<file path="src/rtl/fft_out_reorder.sv">
// Output reorder buffer for the radix-2 SDF FFT pipeline.
// Accepts frames of 2^N complex samples in bit-reversed arrival order and
// re-emits them in natural frequency order through a ping-pong pair of banks.
// Ports:
//   clk, rst_n          clock, asynchronous active-low reset
//   start_in, in_valid  first-sample marker and sample strobe
//   in_re, in_im        signed input sample
//   out_valid/out_start registered output strobe and frame-start marker
//   out_idx             natural frequency index of the output sample
//   out_re, out_im      registered output sample
//   busy                any bank filling, full or draining
module fft_out_reorder #(
    parameter int unsigned N      = 3,
    parameter int unsigned DATA_W = 16
) (
    input  logic              clk,
    input  logic              rst_n,
    input  logic              start_in,
    input  logic              in_valid,
    input  logic [DATA_W-1:0] in_re,
    input  logic [DATA_W-1:0] in_im,
    output logic              out_valid,
    output logic              out_start,
    output logic [N-1:0]      out_idx,
    output logic [DATA_W-1:0] out_re,
    output logic [DATA_W-1:0] out_im,
    output logic              busy
);

    localparam int unsigned DEPTH     = 1 << N;
    localparam int unsigned AW        = N + 1;
    localparam logic [N-1:0] LAST_ADDR = {N{1'b1}};

    typedef enum logic {W_IDLE, W_FILL}  wstate_t;
    typedef enum logic {R_IDLE, R_DRAIN} rstate_t;

    function automatic logic [N-1:0] bitrev(input logic [N-1:0] a);
        logic [N-1:0] r;
        for (int unsigned i = 0; i < N; i++) r[i] = a[N-1-i];
        return r;
    endfunction

    logic [DATA_W-1:0] r_mem_re [0:2*DEPTH-1];
    logic [DATA_W-1:0] r_mem_im [0:2*DEPTH-1];

    wstate_t      r_wstate, w_wstate_nxt;
    rstate_t      r_rstate, w_rstate_nxt;
    logic [N-1:0] r_wcnt, w_wcnt_nxt;
    logic [N-1:0] r_rcnt, w_rcnt_nxt;
    logic         r_wbank, w_wbank_nxt;
    logic         r_rbank, w_rbank_nxt;
    logic [1:0]   r_full, w_full_nxt;

    logic          w_wr_en;
    logic [N-1:0]  w_wr_addr;
    logic          w_set_full;
    logic          w_rd_en;
    logic          w_clr_full;
    logic [AW-1:0] w_rd_addr;
    logic          w_busy_nxt;

    // State registers
    always_ff @(posedge clk or negedge rst_n) begin
        if (!rst_n) begin
            r_wstate <= W_IDLE;
            r_rstate <= R_IDLE;
        end else begin
            r_wstate <= w_wstate_nxt;
            r_rstate <= w_rstate_nxt;
        end
    end

    // Write FSM: fill the current write bank; a new start restarts at address 0
    always_comb begin
        w_wstate_nxt = r_wstate;
        w_wcnt_nxt   = r_wcnt;
        w_wbank_nxt  = r_wbank;
        w_wr_en      = 1'b0;
        w_wr_addr    = '0;
        w_set_full   = 1'b0;
        case (r_wstate)
            W_IDLE: begin
                if (in_valid && start_in) begin
                    w_wr_en      = 1'b1;
                    w_wcnt_nxt   = N'(1);
                    w_wstate_nxt = W_FILL;
                end
            end
            W_FILL: begin
                if (in_valid) begin
                    w_wr_en = 1'b1;
                    if (start_in) begin
                        w_wcnt_nxt = N'(1);
                    end else begin
                        w_wr_addr = r_wcnt;
                        if (r_wcnt == LAST_ADDR) begin
                            w_set_full   = 1'b1;
                            w_wbank_nxt  = ~r_wbank;
                            w_wcnt_nxt   = '0;
                            w_wstate_nxt = W_IDLE;
                        end else begin
                            w_wcnt_nxt = r_wcnt + N'(1);
                        end
                    end
                end
            end
            default: w_wstate_nxt = W_IDLE;
        endcase
    end

    // Read FSM: drain a full bank in natural order; chain straight into the other bank if ready
    always_comb begin
        w_rstate_nxt = r_rstate;
        w_rcnt_nxt   = r_rcnt;
        w_rbank_nxt  = r_rbank;
        w_rd_en      = 1'b0;
        w_clr_full   = 1'b0;
        case (r_rstate)
            R_IDLE: begin
                if (r_full[r_rbank]) begin
                    w_rcnt_nxt   = '0;
                    w_rstate_nxt = R_DRAIN;
                end
            end
            R_DRAIN: begin
                w_rd_en = 1'b1;
                if (r_rcnt == LAST_ADDR) begin
                    w_clr_full  = 1'b1;
                    w_rbank_nxt = ~r_rbank;
                    w_rcnt_nxt  = '0;
                    if (!r_full[~r_rbank]) w_rstate_nxt = R_IDLE;
                end else begin
                    w_rcnt_nxt = r_rcnt + N'(1);
                end
            end
            default: w_rstate_nxt = R_IDLE;
        endcase
    end

    // Full flags: drain clears, fill sets; they never target the same bank on one edge
    always_comb begin
        w_full_nxt = r_full;
        if (w_clr_full) w_full_nxt[r_rbank] = 1'b0;
        if (w_set_full) w_full_nxt[r_wbank] = 1'b1;
    end

    assign w_rd_addr  = {r_rbank, bitrev(r_rcnt)};
    // busy is registered from next-state values so it matches the live state
    assign w_busy_nxt = (w_wstate_nxt == W_FILL) | (|w_full_nxt)
                      | (w_rstate_nxt == R_DRAIN) | w_rd_en;

    // Control and output registers
    always_ff @(posedge clk or negedge rst_n) begin
        if (!rst_n) begin
            r_wcnt    <= '0;
            r_rcnt    <= '0;
            r_wbank   <= 1'b0;
            r_rbank   <= 1'b0;
            r_full    <= '0;
            out_valid <= 1'b0;
            out_start <= 1'b0;
            out_idx   <= '0;
            out_re    <= '0;
            out_im    <= '0;
            busy      <= 1'b0;
        end else begin
            r_wcnt    <= w_wcnt_nxt;
            r_rcnt    <= w_rcnt_nxt;
            r_wbank   <= w_wbank_nxt;
            r_rbank   <= w_rbank_nxt;
            r_full    <= w_full_nxt;
            busy      <= w_busy_nxt;
            out_valid <= w_rd_en;
            out_start <= w_rd_en && (r_rcnt == '0);
            if (w_rd_en) begin
                out_idx <= r_rcnt;
                out_re  <= r_mem_re[w_rd_addr];
                out_im  <= r_mem_im[w_rd_addr];
            end
        end
    end

    // Sample memory; the read above sees pre-edge contents (read-before-write)
    always_ff @(posedge clk) begin
        if (w_wr_en) begin
            r_mem_re[{r_wbank, w_wr_addr}] <= in_re;
            r_mem_im[{r_wbank, w_wr_addr}] <= in_im;
        end
    end

endmodule

</file>
<file path="config.mk">
export PLATFORM = sky130hd
export DESIGN_NAME = fft_out_reorder
export DESIGN_NICKNAME = d
export VERILOG_FILES = /design/src/rtl/fft_out_reorder.sv
export SDC_FILE = /design/constraint.sdc
export NUM_CORES = 1
export LEC_CHECK = 0
export BUFFER_PORTS_ARGS = -buffer_cell sky130_fd_sc_hd__buf_2
export CORE_MARGIN = 3
export CORE_UTILIZATION = 42
export DETAILED_ROUTE_END_ITERATION = 8
export PLACE_DENSITY = 0.65
export SETUP_SLACK_MARGIN = 0.05
export SLEW_MARGIN = 5
export SYNTH_ARGS = -nofsm -noshare
export SYNTH_HDL_FRONTEND = slang
export SYNTH_SLANG_ARGS = --single-unit
</file>
<file path="constraint.sdc">
create_clock -name clk -period 7.78 [get_ports clk]
set_clock_uncertainty 0.15 [all_clocks]
set_input_delay 1.167 -clock clk [delete_from_list [all_inputs] [get_ports clk]]
set_output_delay 1.167 -clock clk [all_outputs]
set_load 0.01 [all_outputs]
</file>
==> summary.md <==
| Metric | Value |
|---|---|
| Lkg Pwr | `7.83 nW` |
| Mean Syn Cell Area | `22.2 um2` |
| Number of synthesized flops with an enable pin | `512` |
| Mapped cell area | `0.0213 mm2` |
| Final net count | `1088` |
| Crit path kind | `flop to flop` |
| Post-route DRC violation count | `0` |
| Yosys Warn Count | `0` |
| Combinational Power Share | `22.4%` |
| Drt pass-1 iters | `5` |
| DR WL/cell | `25.2 um` |
| HPWL Detailed | `24.0 mm` |
| Final core utilization | `48.9%` |
| Chip height | `231 um` |
| Startpoint Class | `flop` |
| VDD IR max | `0.000262 V` |
| Detailed-route via count | `9862` |
| CP cell instances | `buf_4 -> clkinv_2 -> ha_1 -> nand2_1 -> o22ai_1` |
| Fin crit period | `3.74 ns` |
| Reported net switching power | `2.32 mW` |
| RSZ-0062 raised after global routing | `false` |
| DR iter-0 viols | `835` |
| Hold_buf cts | `0` |
| DP Area | `0.0224 mm2` |
| Most used cells in the layout excluding fill and tap cells | `edfxtp_1, mux4_2, buf_2, clkbuf_16, dfrtp_1` |
| Final setup fails | `0` |
| Post-CTS Setup Bufs | `0` |
| F_max | `268 MHz` |
| DIE WIDTH | `231 um` |
| Total gr overflow | `0` |
| I/O pins | `74` |
| Mapped Cells | `961` |
| Slew HR | `14.3%` |
| Synth cell types | `38` |
| Register area share after synthesis | `78.0%` |
| Clock power frac | `31.6%` |
| Crit path largest cell delay | `0.97 ns` |
| Clk pin slew, worst setup/hold paths | `0.06 ns` |
| Largest net degree at the start of global routing | `133` |
| CTS resizes | `0` |
| Routability Congestion | `0.722` |
| Vias in the first global route | `10.3k` |
| Async S/R FF share, synth | `8.90%` |
| CTS tree | `built` |
| ANT cells | `0` |
| Htree depth | `2` |
| FP Rows | `81` |
| Root Buffer Master | `clkbuf_16` |
| Initial Util | `43.0%` |
| Internal power | `6.03 mW` |
| Clock sink count | `562` |
| Crit path max fanout | `36` |
| Finished Cell Area | `0.0243 mm2` |
| Area grow syn2layout | `13.7%` |
| Hold crit path type | `flop to flop` |
| CP Capture Type | `flop` |
| CP arrival | `4.08 ns` |
| Vias per cell | `5.62` |
| Die area | `0.0535 mm2` |
| Commonest non-fill, non-tap cell in the layout | `edfxtp_1` |
| Initial antenna violation count | `1` |
| Clock Latency Late Sink | `0.59 ns` |
| Max-Cap Viols | `0` |
| Post-detailed-route count of antenna-violating nets | `0` |
| Final Hold Fails | `0` |
| Fin crit share | `48.1%` |
| Worst-Margin Slew | `1.28 ns` |
| Sum Neg Setup Slack | `0 ns` |
| Crit path max-delay family | `buffers and inverters` |
| Net Sw Frac | `27.8%` |
| GRT Overall Usage | `16.9%` |
| TritonCTS Buffers | `53` |
| Core area | `0.0496 mm2` |
| Status | `completed` |
| Slowest cell on crit path | `clkinv_2` |
| Part of the power in registers | `45.9%` |
| Total chip power | `8.35 mW` |
| WP buf/inv | `2` |
| Yosys reg bits | `562` |
| I/O Buffers | `73` |
| Final WL | `44.3 mm` |
| Main synth FF type | `edfxtp_1` |
| CP required | `8.12 ns` |
| Fill cell count | `3974` |
| Cell area power density | `344 mW/mm2` |
| First-pass GRT wire length | `67.2 mm` |
| Clk buf depth | `3` |
| Layout cell share with drive strength beyond 1 | `30.0%` |
| Post-Syn Nets | `1002` |
| R2r setup slk | `4.04 ns` |
| Max Slew Vio Count | `0` |
Yosys cell counts, drive strengths merged (2+ instances only):
master / n / area share (%)
edfxtp: 512 / 72
mux4: 129 / 14
dfrtp: 50 / 5.9
nor2: 45 / 0.79
buf: 37 / 1.3
o22ai: 35 / 1.0
mux2i: 33 / 1.5
a221oi: 32 / 1.3
clkbuf: 22 / 0.40
nand2: 18 / 0.32
ha: 5 / 0.29
nand2b: 5 / 0.15
o21ai: 5 / 0.12
inv: 4 / 0.070
a22o: 3 / 0.12
mux2: 3 / 0.16
nand3: 3 / 0.070
nor3: 3 / 0.070
nand3b: 2 / 0.070
nor3b: 2 / 0.070
nor4b: 2 / 0.082
o21a: 2 / 0.070
sequential cells by signal, indices dropped and copies added, names as in the netlist:
signal and flops:
r_mem_im 256, r_mem_re 256, out_im 16, out_re 16, out_idx 3, r_rcnt 3, r_wcnt 3, r_full 2
busy 1, out_start 1, out_valid 1, r_rbank 1, r_rstate 1, r_wbank 1, r_wstate 1
cells by family (layout without fill, tap and decap cells):
kind of cell / Yosys count / in the layout / share of synthesized area, %
fa+ha+maj: 5 / 5 / 0.293
buf+inv: 64 / 195 / 1.80
simple gates: 86 / 86 / 1.86
compound gates: 78 / 78 / 2.70
flops: 562 / 562 / 78.0
mux: 165 / 165 / 15.3
xor+xnor: 1 / 1 / 0.0411
area by class of cell:
| class | instances | area [um2] | share of cell area (%) |
|---|---|---|---|
| sequential | 562 | 16600 | 68.6 |
| inverter | 5 | 20.0 | 0.0826 |
| multi-input combinational | 335 | 4430 | 18.3 |
| tap | 664 | 831 | 3.43 |
| clock inverter | 25 | 274 | 1.13 |
| clock buffer | 75 | 1530 | 6.32 |
| timing repair buffer | 90 | 526 | 2.17 |
power by group through the flow:
stage | Combinational [mW] | Sequential (mW) | Clock, mW
6_report | 1.87 | 3.84 | 2.64
5_1_grt | 2.03 | 3.87 | 2.82
4_1_cts | 1.91 | 3.85 | 2.70
3_5_place_dp | 1.90 | 3.91 | 0
3_3_place_gp | 1.88 | 3.90 | 0
2_1_floorplan | 1.54 | 3.70 | 0
per-stage QoR:
stage	setup WS [ns]	hold slack, ns	cells
floorplan	2.12	0.202	961
global placement	3.93	0.337	1655
detailed placement	3.92	0.345	1655
CTS	3.90	0.358	1755
global route	3.67	0.365	1756
finish	4.04	0.351	1756
metal layers:
layer	vias up	GRT usage [%]	routed length [um]
met3	56	3.02	2410
met4	2	4.34	783
met1	5298	24.0	19300
met2	282	27.2	21800
met5	-	0	13
li1	4224	-	-
worst reg2reg max path: cells and delay by family, from the launching register on:
kind                     cells  cell delay, ns
AO/OA/AOI/OAI                1            0.16
AND/OR/NAND/NOR              1            0.05
buffers and inverters        2            1.79
flip-flops                   1            0.86
adder cells (fa/ha/maj)      1            0.64
final timing paths:
check	start	to	cells after the start
setup / recovery	r_rcnt[1]	r_rcnt[1]	5
hold / removal	out_idx[1]	out_idx[1]	1
setup reg to reg	r_rcnt[1]	r_rcnt[1]	5
hold reg to reg	out_idx[1]	out_idx[1]	1
max in group asynchronous	rst_n	r_rcnt[0]	2
min in group asynchronous	rst_n	out_idx[2]	2
No activity file was read; power rests on OpenSTA's default activity.
